$ cat src/rtl/simplerisc_dm_pkg.sv
// simplerisc_dm_pkg
// Shared types for the SimpleRISC memory-access stage:
//   - dm_state_t : access-controller FSM states
//   - sb_entry_t : one posted store {addr, data}
//   - DM_DATA_W / DM_ADDR_W : default data and word-address widths
package simplerisc_dm_pkg;

    localparam int DM_DATA_W = 32;
    localparam int DM_ADDR_W = 32;

    typedef enum logic [1:0] {
        IDLE   = 2'd0,
        LD_REQ = 2'd1,
        DRAIN  = 2'd2,
        DONE   = 2'd3
    } dm_state_t;

    // The entry carries the package widths, so the unit's DATA_W/ADDR_W
    // parameters are expected to stay at these defaults.
    typedef struct packed {
        logic [DM_ADDR_W-1:0] addr;
        logic [DM_DATA_W-1:0] data;
    } sb_entry_t;

endpackage

$ cat src/rtl/store_buffer.sv
// store_buffer
// In-order circular FIFO of posted stores with a youngest-match lookup
// used for store-to-load forwarding.
// Ports:
//   clk, reset        : clock, synchronous active-high reset (empties FIFO)
//   push, push_entry  : append an entry at the tail (caller ensures !full)
//   pop               : drop the head entry (caller ensures !empty)
//   full, empty       : occupancy flags derived from the registered count
//   head              : oldest entry, the next one to be written to memory
//   lookup_addr       : load address to search for
//   hit, hit_data     : some valid entry matches; data of the youngest match
module store_buffer
    import simplerisc_dm_pkg::*;
#(
    parameter int DEPTH = 4
) (
    input  logic                 clk,
    input  logic                 reset,
    input  logic                 push,
    input  sb_entry_t            push_entry,
    input  logic                 pop,
    output logic                 full,
    output logic                 empty,
    output sb_entry_t            head,
    input  logic [DM_ADDR_W-1:0] lookup_addr,
    output logic                 hit,
    output logic [DM_DATA_W-1:0] hit_data
);

    localparam int PTR_W = $clog2(DEPTH);
    localparam int CNT_W = PTR_W + 1;

    sb_entry_t        entries [DEPTH];
    logic [PTR_W-1:0] head_ptr;
    logic [PTR_W-1:0] tail_ptr;
    logic [CNT_W-1:0] count;

    assign full  = (count == CNT_W'(DEPTH));
    assign empty = (count == '0);
    assign head  = entries[head_ptr];

    // Pointers wrap naturally because DEPTH is a power of two.
    always_ff @(posedge clk) begin
        if (reset) begin
            head_ptr <= '0;
            tail_ptr <= '0;
            count    <= '0;
        end else begin
            if (push) tail_ptr <= tail_ptr + PTR_W'(1);
            if (pop)  head_ptr <= head_ptr + PTR_W'(1);
            case ({push, pop})
                2'b10:   count <= count + CNT_W'(1);
                2'b01:   count <= count - CNT_W'(1);
                default: count <= count;
            endcase
        end
    end

    // Storage is data-path only; stale slots are masked by count.
    always_ff @(posedge clk) begin
        if (push) entries[tail_ptr] <= push_entry;
    end

    // Walk from oldest to youngest so a later match overrides an earlier one.
    always_comb begin
        hit      = 1'b0;
        hit_data = '0;
        for (int i = 0; i < DEPTH; i++) begin
            if ((CNT_W'(i) < count) &&
                (entries[head_ptr + PTR_W'(i)].addr == lookup_addr)) begin
                hit      = 1'b1;
                hit_data = entries[head_ptr + PTR_W'(i)].data;
            end
        end
    end

endmodule

$ cat src/rtl/dm_access_unit.sv
// dm_access_unit
// Memory-access stage controller: issues loads and drains posted stores to a
// variable-latency data memory, forwarding buffered store data to loads.
// Ports:
//   clk, reset            : clock, synchronous active-high reset
//   is_Ld, is_St          : MA-stage instruction is a load / store
//   ext_hold              : pipeline frozen for a non-memory reason
//   alu_result, st_data   : effective address, store data
//   dm_done, ld_result    : load complete (MA may advance), loaded word
//   st_stall              : store blocked, store buffer full
//   sb_empty              : store buffer empty
//   mem_req/we/addr/wdata : registered memory request
//   mem_rdata, mem_ack    : memory read data and one-cycle completion pulse
//
// Memory handshake: mem_req rises with we/addr/wdata, and all four hold
// steady until the cycle in which mem_ack is high; mem_req is low the cycle
// after that ack, so at most one request is ever in flight. An ack seen
// while no request is pending (e.g. left over from a reset) is ignored.
module dm_access_unit
    import simplerisc_dm_pkg::*;
#(
    parameter int DATA_W   = DM_DATA_W,
    parameter int ADDR_W   = DM_ADDR_W,
    parameter int SB_DEPTH = 4
) (
    input  logic              clk,
    input  logic              reset,
    input  logic              is_Ld,
    input  logic              is_St,
    input  logic              ext_hold,
    input  logic [ADDR_W-1:0] alu_result,
    input  logic [DATA_W-1:0] st_data,
    output logic              dm_done,
    output logic [DATA_W-1:0] ld_result,
    output logic              st_stall,
    output logic              sb_empty,
    output logic              mem_req,
    output logic              mem_we,
    output logic [ADDR_W-1:0] mem_addr,
    output logic [DATA_W-1:0] mem_wdata,
    input  logic [DATA_W-1:0] mem_rdata,
    input  logic              mem_ack
);

    dm_state_t         state;
    logic              sb_full;
    logic              sb_is_empty;
    logic              sb_push;
    logic              sb_pop;
    sb_entry_t         sb_head;
    sb_entry_t         sb_new;
    logic              fwd_hit;
    logic [DATA_W-1:0] fwd_data;

    // A simultaneous load+store is treated as a load, so the store side is
    // masked by is_Ld. Full is registered: no push-through on the pop cycle.
    assign sb_push  = is_St & ~is_Ld & ~sb_full & ~ext_hold;
    assign sb_pop   = (state == DRAIN) & mem_ack;
    assign st_stall = is_St & ~is_Ld & sb_full;
    assign sb_empty = sb_is_empty;
    assign sb_new   = '{addr: alu_result, data: st_data};

    store_buffer #(
        .DEPTH (SB_DEPTH)
    ) u_store_buffer (
        .clk         (clk),
        .reset       (reset),
        .push        (sb_push),
        .push_entry  (sb_new),
        .pop         (sb_pop),
        .full        (sb_full),
        .empty       (sb_is_empty),
        .head        (sb_head),
        .lookup_addr (alu_result),
        .hit         (fwd_hit),
        .hit_data    (fwd_data)
    );

    always_ff @(posedge clk) begin
        if (reset) begin
            state     <= IDLE;
            mem_req   <= 1'b0;
            mem_we    <= 1'b0;
            mem_addr  <= '0;
            mem_wdata <= '0;
            ld_result <= '0;
            dm_done   <= 1'b0;
        end else begin
            case (state)
                IDLE: begin
                    // Loads take priority over draining; a hit never touches
                    // memory, which is what keeps loads from reading stale data.
                    if (is_Ld) begin
                        if (fwd_hit) begin
                            ld_result <= fwd_data;
                            dm_done   <= 1'b1;
                            state     <= DONE;
                        end else begin
                            mem_req  <= 1'b1;
                            mem_we   <= 1'b0;
                            mem_addr <= alu_result;
                            state    <= LD_REQ;
                        end
                    end else if (!sb_is_empty) begin
                        mem_req   <= 1'b1;
                        mem_we    <= 1'b1;
                        mem_addr  <= sb_head.addr;
                        mem_wdata <= sb_head.data;
                        state     <= DRAIN;
                    end
                end
                LD_REQ: begin
                    if (mem_ack) begin
                        mem_req   <= 1'b0;
                        ld_result <= mem_rdata;
                        dm_done   <= 1'b1;
                        state     <= DONE;
                    end
                end
                DRAIN: begin
                    // The entry stays visible to forwarding until this ack pops it.
                    if (mem_ack) begin
                        mem_req <= 1'b0;
                        state   <= IDLE;
                    end
                end
                DONE: begin
                    // Waiting here on ext_hold keeps the same load from re-issuing.
                    if (!ext_hold) begin
                        dm_done <= 1'b0;
                        state   <= IDLE;
                    end
                end
                default: begin
                    mem_req <= 1'b0;
                    dm_done <= 1'b0;
                    state   <= IDLE;
                end
            endcase
        end
    end

endmodule

$ cat config.mk
export PLATFORM = sky130hd
export DESIGN_NAME = dm_access_unit
export DESIGN_NICKNAME = d
export VERILOG_FILES = /design/src/rtl/simplerisc_dm_pkg.sv /design/src/rtl/store_buffer.sv /design/src/rtl/dm_access_unit.sv
export SDC_FILE = /design/constraint.sdc
export NUM_CORES = 1
export LEC_CHECK = 0
export CORE_MARGIN = 2
export CORE_UTILIZATION = 53
export DETAILED_ROUTE_END_ITERATION = 7
export PLACE_DENSITY = 0.78
export SLEW_MARGIN = 20
export SYNTH_ARGS = -nofsm -noshare
export SYNTH_HDL_FRONTEND = slang
export SYNTH_HIERARCHICAL = 1
export SYNTH_SLANG_ARGS = --single-unit
$ cat constraint.sdc
create_clock -name clk -period 3.67 [get_ports clk]
set_input_delay 0.5505 -clock clk [delete_from_list [all_inputs] [get_ports clk]]
set_output_delay 0.5505 -clock clk [all_outputs]
set_load 0.01 [all_outputs]
# [After elaboration in Yosys (flattened, before gate mapping)]
# Memory sizes are Yosys's and may differ from the RTL's. A register that Yosys moved wholly into a read port is not among the register bits.
# Cells that the tools add are included.
[op_classes] multipliers=0 add_sub_neg=6 n_mux=39 eq_ne=20 div_mod_pow=0 shift=0 bitwise=9 magnitude_cmp=4 n_reduce_logical=17
[ops] cell="$mux W32" count=10
[ops] cell="$eq A32 B32 Y1" count=4
[ops] cell="$pmux W32 S2" count=1
[ops] cell="$mux W1" count=16
[ops] cell="$mux W2" count=8
[ops] cell="$ne A2 B2 Y1 const B" count=7
[ops] cell="$reduce_and A4 Y1" count=3
[ops] cell="$pmux W2 S4" count=1
[ops] cell="$eq A2 B2 Y1 const B" count=3
[ops] cell="$lt A1 B3 Y1 const A" count=2
[ops] cell="$lt A2 B3 Y1 const A" count=2
[ops] cell="$ne A3 B3 Y1 const B" count=2
[ops] cell="$pmux W3 S2" count=1
[ops] cell="$reduce_and A3 Y1" count=2
[ops] cell="$reduce_bool A2 Y1" count=3
[ops] cell="$and A1 B1 Y1" count=5
[ops] cell="$reduce_and A5 Y1" count=1
[ops] cell="$add A2 B1 Y2 const B" count=2
[ops] cell="$add A2 B2 Y2 const B" count=2
[ops] cell="$eq A2 B1 Y1 const B" count=2
[ops] cell="$logic_and A1 B1 Y1" count=4
[ops] cell="$not A1 Y1" count=4
[ops] cell="$add A3 B1 Y3 const B" count=1
[ops] cell="$eq A3 B3 Y1 const B" count=1
[ops] cell="8 further kinds" count=8
[totals] out_inout_bits=101 regBits=108 latch_bits=0 inputBits=102 ram_bits=256 memories=1 romBits=0 wordCells=106
[memory_table] memory="u_store_buffer.entries" words=4 word_bits=64 read_ports=4 rd_clocked_by_memory_dff=1 write_ports=1 line_no="store_buffer.sv:33" text="sb_entry_t entries [DEPTH];"

# [Logic depth before layout (Yosys ltp)]
# Gate-level depths: netlist (run 1).
# An unclocked memory read counts as a cell.
[logic_depth] ltp_word=10 depth_mapped=20 ltp_nobuf=11

# [Modules after synthesis]
# Netlist (run 1), hierarchy kept.
[modules_own_cells] mod="store_buffer" instances=1 area_each_um2=17470.5 cells_each=1199 seq_area_each_um2=7867.5
[modules_own_cells] mod="dm_access_unit" instances=1 area_each_um2=4693.3 cells_each=492 seq_area_each_um2=2021.9

# [Worst setup path after synthesis (run 1)]
# Ideal clock, no wire load.
[synth_path] path_kind="input to register" startpoint="input port is_Ld" endpoint="memory u_store_buffer/entries[0][0] (netlist name), enable pin" stages=5 setup_time_ps=429 t_required_ps=3241 path_buffers=3 path_slack_ps=-166 arrival_time_ps=3408 cell_sequence="buf_4 -> buf_6 -> buf_2 -> nor4b_1 -> and2_1"
[synth_via] elab_chain_len=6
[synth_rtl] item="start, declared" line_no="dm_access_unit.sv:28" text="input logic is_Ld,"
[synth_rtl] item="$not A1 Y1 (no source line)"
[synth_rtl] item="$and A1 B1 Y1 (3 in a row)" line_no="dm_access_unit.sv:57" text="assign sb_push = is_St & ~is_Ld & ~sb_full & ~ext_hold;"
[synth_rtl] item="named net sb_push" line_no="dm_access_unit.sv:48" text="logic sb_push;"
[synth_rtl] item="$mux W1" line_no="store_buffer.sv:61" text="if (push) entries[tail_ptr] <= push_entry;"
[synth_rtl] item="$mux W1 (not written as such)" line_no="store_buffer.sv:61"
[synth_rtl] item="end, declared" line_no="store_buffer.sv:33"
# The timed path passes the listed nets, and every way through them passes these cells.

# [Worst setup path in the final report (run 1)]
[layout_path] startpoint="register u_store_buffer.head_ptr[0]" endpoint="register ld_result[4]"
[layout_via] word_cells_on_any_way=21 classes_between="add/sub (3); eq/ne (4); mux (9); reduce/logical (4); memory (1)"
[layout_lines] item="start, declared" line_no="store_buffer.sv:34" text="logic [PTR_W-1:0] head_ptr;"
[layout_lines] item="start signal, assigned" line_no="store_buffer.sv:50" text="if (pop) head_ptr <= head_ptr + PTR_W'(1);"
[layout_lines] item="$add A2 B1 Y2" line_no="store_buffer.sv:70" text="(entries[head_ptr + PTR_W'(i)].addr == lookup_addr)) begin"
[layout_lines] item="$mem_v2 Z4 W64 (*)"
[layout_lines] item="$eq A32 B32 Y1" line_no="store_buffer.sv:70"
[layout_lines] item="$logic_and A1 B1 Y1" line_no="store_buffer.sv:69" text="if ((CNT_W'(i) < count) &&"
[layout_lines] item="$mux W1 (2 in a row)" line_no="store_buffer.sv:69"
[layout_lines] item="$mux W1 (*)" line_no="store_buffer.sv:69"
[layout_lines] item="named net fwd_hit" line_no="dm_access_unit.sv:52" text="logic fwd_hit;"
[layout_lines] item="$ne A2 B2 Y1 (no source line) (*)"
[layout_lines] item="$reduce_and A4 Y1 (no source line) (*)"
[layout_lines] item="end signal, assigned" line_no="dm_access_unit.sv:95" text="ld_result <= fwd_data;"
[layout_lines] item="end signal, assigned" line_no="dm_access_unit.sv:115" text="ld_result <= mem_rdata;"
[layout_lines] item="end, declared" line_no="dm_access_unit.sv:34" text="output logic [DATA_W-1:0] ld_result,"
# The timed path passes the listed nets; every way through them passes the cells marked *. The select of a mux whose other input is x is not followed.
# A chain may end at the register's enable or synchronous reset.

==> out/results.ini, run 1 <==
[detailed_routing]
vias=16990
totalWireLength_um=66400
drt_iter0_drc=2085
viasPerCell=6.78
drtPass1Iterations=5
drc=0
wl_per_cell_um=26.5
ant_nets=0

[critical_path]
end_kind=register
crit_type=register to register
path_cells=buf_6 > clkbuf_16 > mux4_2 > xnor2_1 > nand4_1 > or4_4 > or3_4 > nand4_1 > buf_4 > mux2_4 > and3_4 > buf_6 > clkbuf_16 > a211oi_2
critPathMaxStageDelay_ps=540
critPathArrivalTime_ps=4190
start_kind=register
crit_required_ps=4070
crit_buf_inv=5
slowest_stage=or4_4
critical_path.top_delay_family=simple AND/OR/NAND/NOR gates
crit_path_max_fanout=6

[timing]
post-route-period-util=1.03
setup_viol=57
worst_pin_slew_ps=1000
fin_ws_ps=-120
rsz0062_at_grt=yes
fin_crit_ps=3790
slew_headroom=0.332
whs_ps=390
finClkSkew_ps=26.2
maxSlewViolCount=0
hold_viol=0
maxClockFrequency_ghz=0.264

[synth]
synth_seq_cells=366
synthDistinctLibCells=65
synth_area_leaders=edfxtp_1 35%, mux4_2 22%, dfxtp_1 9.9%
syn_nets=1808
synth_edf_count=256
seq_area_frac_synth=0.446
syn_area_um2=22200
avgSynthCellArea_um2=13.1
synth_compound_area_frac=0.107
synth_common_cells=256 x edfxtp_1, 212 x mux4_2, 130 x mux2i_1
synth_top_cell_area_share=0.347
synth-xor-area-share=0.0490
synth_simple_gate_area_frac=0.0502
ys.flop_type=edfxtp_1
synthArstFlopShare=0
yosysTopAreaCell=edfxtp_1
synthAdderAreaFrac=0.00847
synth_mux_area_frac=0.287
synth_top_family_by_area=multiplexers
ys_warn_count=6
synth_cells=1691
synth.most_common_cell=edfxtp_1

[clock_network]
insertion_delay_ps=570
clockBufferDepth=3
root_buffer=clkbuf_16
cts_sinks=366
clk_pin_slew_ps=60
h-tree-depth=2
cts_tree=done
cts_made_buffers=40

[cells_and_area]
area_delta_synth_final_pct=24.3
stdcell_count=2505
n_fill_cell=2757
drive_above_1_share=0.295
nets=2054
multi_input_area_um2=11500
seqCellArea_um2=9900

[place]
place_inst=2399
numPortBuffers=202
place_ws_ps=-339
dp_hpwl_um=43000
gp_congestion=0.931

[global_route]
grtUsageTotal=0.294
grt_pass1_wl_um=97800
antenna_found_initial=7
grt_max_degree=63
grt_overflow=0
grt_pass1_vias=16509

[pwr]
internal_power_mw=9.67
power_density_nw_per_um2=510
pwr-share-comb=0.342
switching_share=0.312
seqPwrFrac=0.359
p_switching_mw=4.39
ir_worst_vdd_v=0.000322
p_clk_frac=0.299
p_leak_nw=8.94

[floorplan]
pin_count=203
num_rows=74
dieArea_um2=43500
start_util=0.540
die_height_um=208
core_um2=41000
die_w_um=208

[status]
violations=negative setup slack
status=finished, violations left

[min_path]
hold_path_class=primary input to register

[flow_run]
drv_cap=0

==> worst reg2reg max path, delay by kind of cell, from the launching register on <==
family	cells	cell delay, ps
xor gates and xnor gates	1	290
AOI/OAI and AO/OA	1	60
DFF	1	390
buffers and inverters	5	720
muxes	2	700
and+or+nand+nor	5	1470
==> layer usage <==
metal  part of all wire  global-route usage
met5            0.00018                   0
met4              0.040               0.107
met3               0.12              0.0604
met2               0.47               0.470
met1               0.37               0.400
==> power groups by stage <==
stage | clock network, mW | registers [mW] | logic, mW
final | 4.20 | 5.05 | 4.80
after global routing | 4.40 | 5.08 | 5.06
after CTS | 4.22 | 5.03 | 4.29
after detailed placement | 0 | 5.12 | 4.17
after global placement | 0 | 5.11 | 4.07
after floorplan | 0 | 5.14 | 2.62
==> placed cells by master, fill, tap and decap left out, drive strengths merged, types with 33 or more instances in the layout <==
cell / count
edfxtp: 256
mux4: 212
clkdlybuf4s50: 200
buf: 165
mux2i: 131
dfxtp: 110
a21oi: 106
xnor2: 87
inv: 80
nand2: 75
a211oi: 68
clkbuf: 57
nor2: 44
nand3: 40
o21ai: 38
xor2: 37
o22ai: 34
a31oi: 33
o41ai: 33
==> logic make-up (layout without fill, tap and decap cells) <==
family | count (synthesis) | count (layout)
multiplexers | 367 | 367
flip-flops | 366 | 366
AO/OA/AOI/OAI | 344 | 344
buffers and inverters | 246 | 521
AND/OR/NAND/NOR | 229 | 229
XOR/XNOR | 124 | 124
adder cells (fa/ha/maj) | 15 | 15
other | 0 | 7
==> state kept, by name, summed over array words and instances, names as in the netlist, named ones only <==
register and cells:
dm_done 1, ld_result 32, mem_addr 32, mem_req 1, mem_wdata 32, mem_we 1
state 2, u_store_buffer/count 3, u_store_buffer/entries 256, u_store_buffer/head_ptr 2, u_store_buffer/tail_ptr 2
==> what timing repair did <==
item / 4_1_cts / 5_1_grt
setup buffers: 5 / 14
endpoints found under the hold margin: 0 / 0
cloned: 2 / 7
hold buffers: 0 / 0
setup endpoints to repair: 68 / 67
resized for setup: 20 / 80
pin swaps: 1 / 14
==> area by class of cell <==
class | instances | area share
Sequential cell | 366 | 0.359
Timing Repair Buffer | 371 | 0.137
Antenna cell | 7 | 0.000636
Inverter | 79 | 0.0108
Tap cell | 532 | 0.0242
Clock buffer | 51 | 0.0408
Clock inverter | 20 | 0.00840
Multi-Input combinational cell | 1079 | 0.419
==> path summary, 6_finish.rpt <==
| check | startpoint | end | slack [ps] | cells past startpoint |
|---|---|---|---|---|
| worst max-delay path | u_store_buffer/head_ptr[0]$_SDFFE_PP0P_ | ld_result[4]$_SDFFE_PP0P_ | -120 | 14 |
| worst min-delay path | is_Ld | mem_we$_SDFFE_PP0P_ | 390 | 4 |
| worst max register to register | u_store_buffer/head_ptr[0]$_SDFFE_PP0P_ | ld_result[4]$_SDFFE_PP0P_ | -120 | 14 |
| worst min register to register | mem_wdata[14]$_SDFFE_PP0P_ | mem_wdata[14]$_SDFFE_PP0P_ | 450 | 2 |
==> stage by stage <==
| stage | instance area [um2] | power [mW] | util | TNS [ps] |
|---|---|---|---|---|
| after floorplan | 22200 | 7.75 | - | 0 |
| after global placement | 25400 | 9.18 | 0.618 | -16050 |
| after detailed placement | 25400 | 9.29 | 0.618 | -16750 |
| after CTS | 26900 | 13.5 | 0.656 | 0 |
| after global routing | 27600 | 14.5 | 0.672 | -4760 |
| final | 27600 | 14.1 | 0.672 | -3010 |
No activity file was read; power rests on OpenSTA's default activity.
==> inputs of run 2 (changes only) <==
CORE_UTILIZATION = 46   (was 53)
PLACE_DENSITY = 0.7   (was 0.78)
==> out/results.ini, run 2 (synthesis gave the netlist of run 1 again) <==
[status]
status=finished, violations left  ; unchanged
violations=negative setup slack  ; unchanged

[detailed_routing]
drtPass1Iterations=6  ; was 5
ant_nets=0  ; unchanged
viasPerCell=6.47  ; was 6.78
drt_iter0_drc=2027  ; was 2085
vias=16801  ; was 16990
drc=0  ; unchanged
totalWireLength_um=66900  ; was 66400 um
wl_per_cell_um=25.8  ; was 26.5 um

[critical_path]
r2r_end=ld_result[29]$_SDFFE_PP0P_  ; was ld_result[4]$_SDFFE_PP0P_
crit_type=register to register  ; unchanged
crit_path_max_fanout=6  ; unchanged
critPathArrivalTime_ps=4170  ; was 4190 ps
reg2reg_slack_ps=-70  ; was -120 ps
end_kind=register  ; unchanged
crit_required_ps=4100  ; was 4070 ps
start_kind=register  ; unchanged
reg2reg_depth=13  ; was 14
r2r-start=u_store_buffer/head_ptr[0]$_SDFFE_PP0P_  ; unchanged

[clock_network]
clk_pin_slew_ps=60  ; about the same
clockBufferDepth=3  ; unchanged
insertion_delay_ps=580  ; was 570 ps
h-tree-depth=2  ; unchanged
cts_tree=done  ; unchanged
root_buffer=clkbuf_16  ; unchanged
cts_made_buffers=41  ; was 40
hold_buffers=0  ; unchanged
cts_sinks=366  ; unchanged

[floorplan]
core_um2=47600  ; was 41000 um2
die_w_um=224  ; was 208 um
start_util=0.465  ; was 0.540
dieArea_um2=50000  ; was 43500 um2
num_rows=80  ; was 74
pin_count=203  ; unchanged
die_height_um=224  ; was 208 um

[min_path]
worst_hold_path.endpoint=mem_wdata[19]$_SDFFE_PP0P_  ; was mem_we$_SDFFE_PP0P_
hold_path.startpoint=mem_wdata[19]$_SDFFE_PP0P_  ; was is_Ld
worstHoldPathCells=2  ; was 4
hold_path_class=register to register  ; was primary input to register

[place]
place_inst=2509  ; was 2399
placed_area_um2=25800  ; was 25400 um2
place_ws_ps=-238  ; was -339 ps
numPortBuffers=202  ; unchanged
dp_hpwl_um=45200  ; was 43000 um
gp_congestion=0.930  ; was 0.931

[timing]
worst_pin_slew_ps=988  ; was 1000 ps
fin_ws_ps=-68.5  ; was -120 ps
maxClockFrequency_ghz=0.267  ; was 0.264 GHz
post-route-period-util=1.02  ; was 1.03
setup_viol=61  ; was 57
rsz0062_at_grt=yes  ; unchanged
fin_crit_ps=3740  ; was 3790 ps
maxSlewViolCount=0  ; unchanged
slew_headroom=0.342  ; was 0.332
finClkSkew_ps=23.3  ; was 26.2 ps
hold_viol=0  ; unchanged

[global_route]
grt_max_degree=67  ; was 63
grt_pass1_vias=16579  ; was 16509
grt_overflow=0  ; unchanged
grt_pass1_wl_um=99400  ; was 97800 um
antenna_found_initial=8  ; was 7
grtUsageTotal=0.262  ; was 0.294

[cells_and_area]
n_fill_cell=3744  ; was 2757
stdcell_count=2597  ; was 2505
regMostFlops=u_store_buffer/entries  ; unchanged
nets=2064  ; was 2054
largest_reg_flops=256  ; unchanged
area_delta_synth_final_pct=25.2  ; was 24.3%
drive_above_1_share=0.292  ; was 0.295
layout_commonest_cell=edfxtp_1  ; unchanged
layout_common_cells=256 x edfxtp_1, 212 x mux4_2, 200 x clkdlybuf4s50_1  ; unchanged
stdcell_area_um2=27700  ; was 27600 um2

[pwr]
power_density_nw_per_um2=499  ; was 510 nW/um2
p_leak_nw=9.01  ; was 8.94 nW
ir_worst_vdd_v=0.000346  ; was 0.000322 V
total_power_mw=13.8  ; was 14.1 mW

[flow_run]
drv_cap=0  ; unchanged

==> run 2: worst max path at each step <==
stage | start | endpoint | slack [ps] | cells after the start
finish | u_store_buffer/head_ptr[0]$_SDFFE_PP0P_ | ld_result[29]$_SDFFE_PP0P_ | -70 | 13
global route | register | ld_result[28]$_SDFFE_PP0P_ | -160 | 13
CTS | u_store_buffer/head_ptr[0]$_SDFFE_PP0P_ | mem_addr[26]$_SDFFE_PP0P_ | 3 | 14
detailed placement | alu_result[7] | ld_result[21]$_SDFFE_PP0P_ | -240 | 11
global placement | alu_result[7] | ld_result[20]$_SDFFE_PP0P_ | -250 | 11
floorplan | u_store_buffer/head_ptr[0]$_SDFFE_PP0P_ | ld_result[10]$_SDFFE_PP0P_ | 6 | 18
==> run 2: per-layer routing <==
metal	global-route usage	wire, um	vias to the layer above	share of wire
li1	-	-	7194	-
met1	0.355	26600	8525	0.40
met2	0.419	31600	929	0.47
met3	0.0568	6540	143	0.098
met4	0.0938	2160	10	0.032
met5	0	57	-	0.00085
==> run 2: final cells by class <==
cell class	instances	area, um2	share of cell area
antenna	3	7.51	0.000271
inverter	79	297	0.0107
tap	615	769	0.0277
sequential	366	9900	0.357
multi-input combinational	1079	11500	0.415
clock inverter	20	164	0.00591
timing repair buffer	380	3880	0.140
clock buffer	55	1190	0.0430
==> run 2: critical path: stages (launching register included) <==
cell       delay (ps)
dfxtp_4           390
buf_12            140
mux4_2            500
xor2_1            180
nor3_1            190
buf_4             150
o2111ai_1         130
or4_4             490
or3_4             430
nand4_1           160
mux2_4            230
and3_4            320
clkbuf_16         200
a211oi_2           60
==> run 2: what timing repair did <==
item                                    CTS  global route
endpoints found under the setup margin   66            68
gates cloned                              0             7
gates resized for setup                  14            70
setup buffers                             1             1
pin swaps                                 3             4
==> run 2: per-stage QoR <==
step | hold slack, ps | TNS (ps) | util
global route | 476 | -5550 | 0.582
finish | 452 | -2050 | 0.582
floorplan | 481 | 0 | -
CTS | 419 | 0 | 0.571
global placement | 442 | -11810 | 0.541
detailed placement | 447 | -11520 | 0.541
==> run 2: report_power, final <==
part | switching, mW | leakage [nW] | internal, mW | total (mW)
Clock | 1.72 | 0.653 | 2.43 | 4.15
Combinational | 2.35 | 5.14 | 2.31 | 4.65
Sequential | 0.276 | 3.21 | 4.75 | 5.03
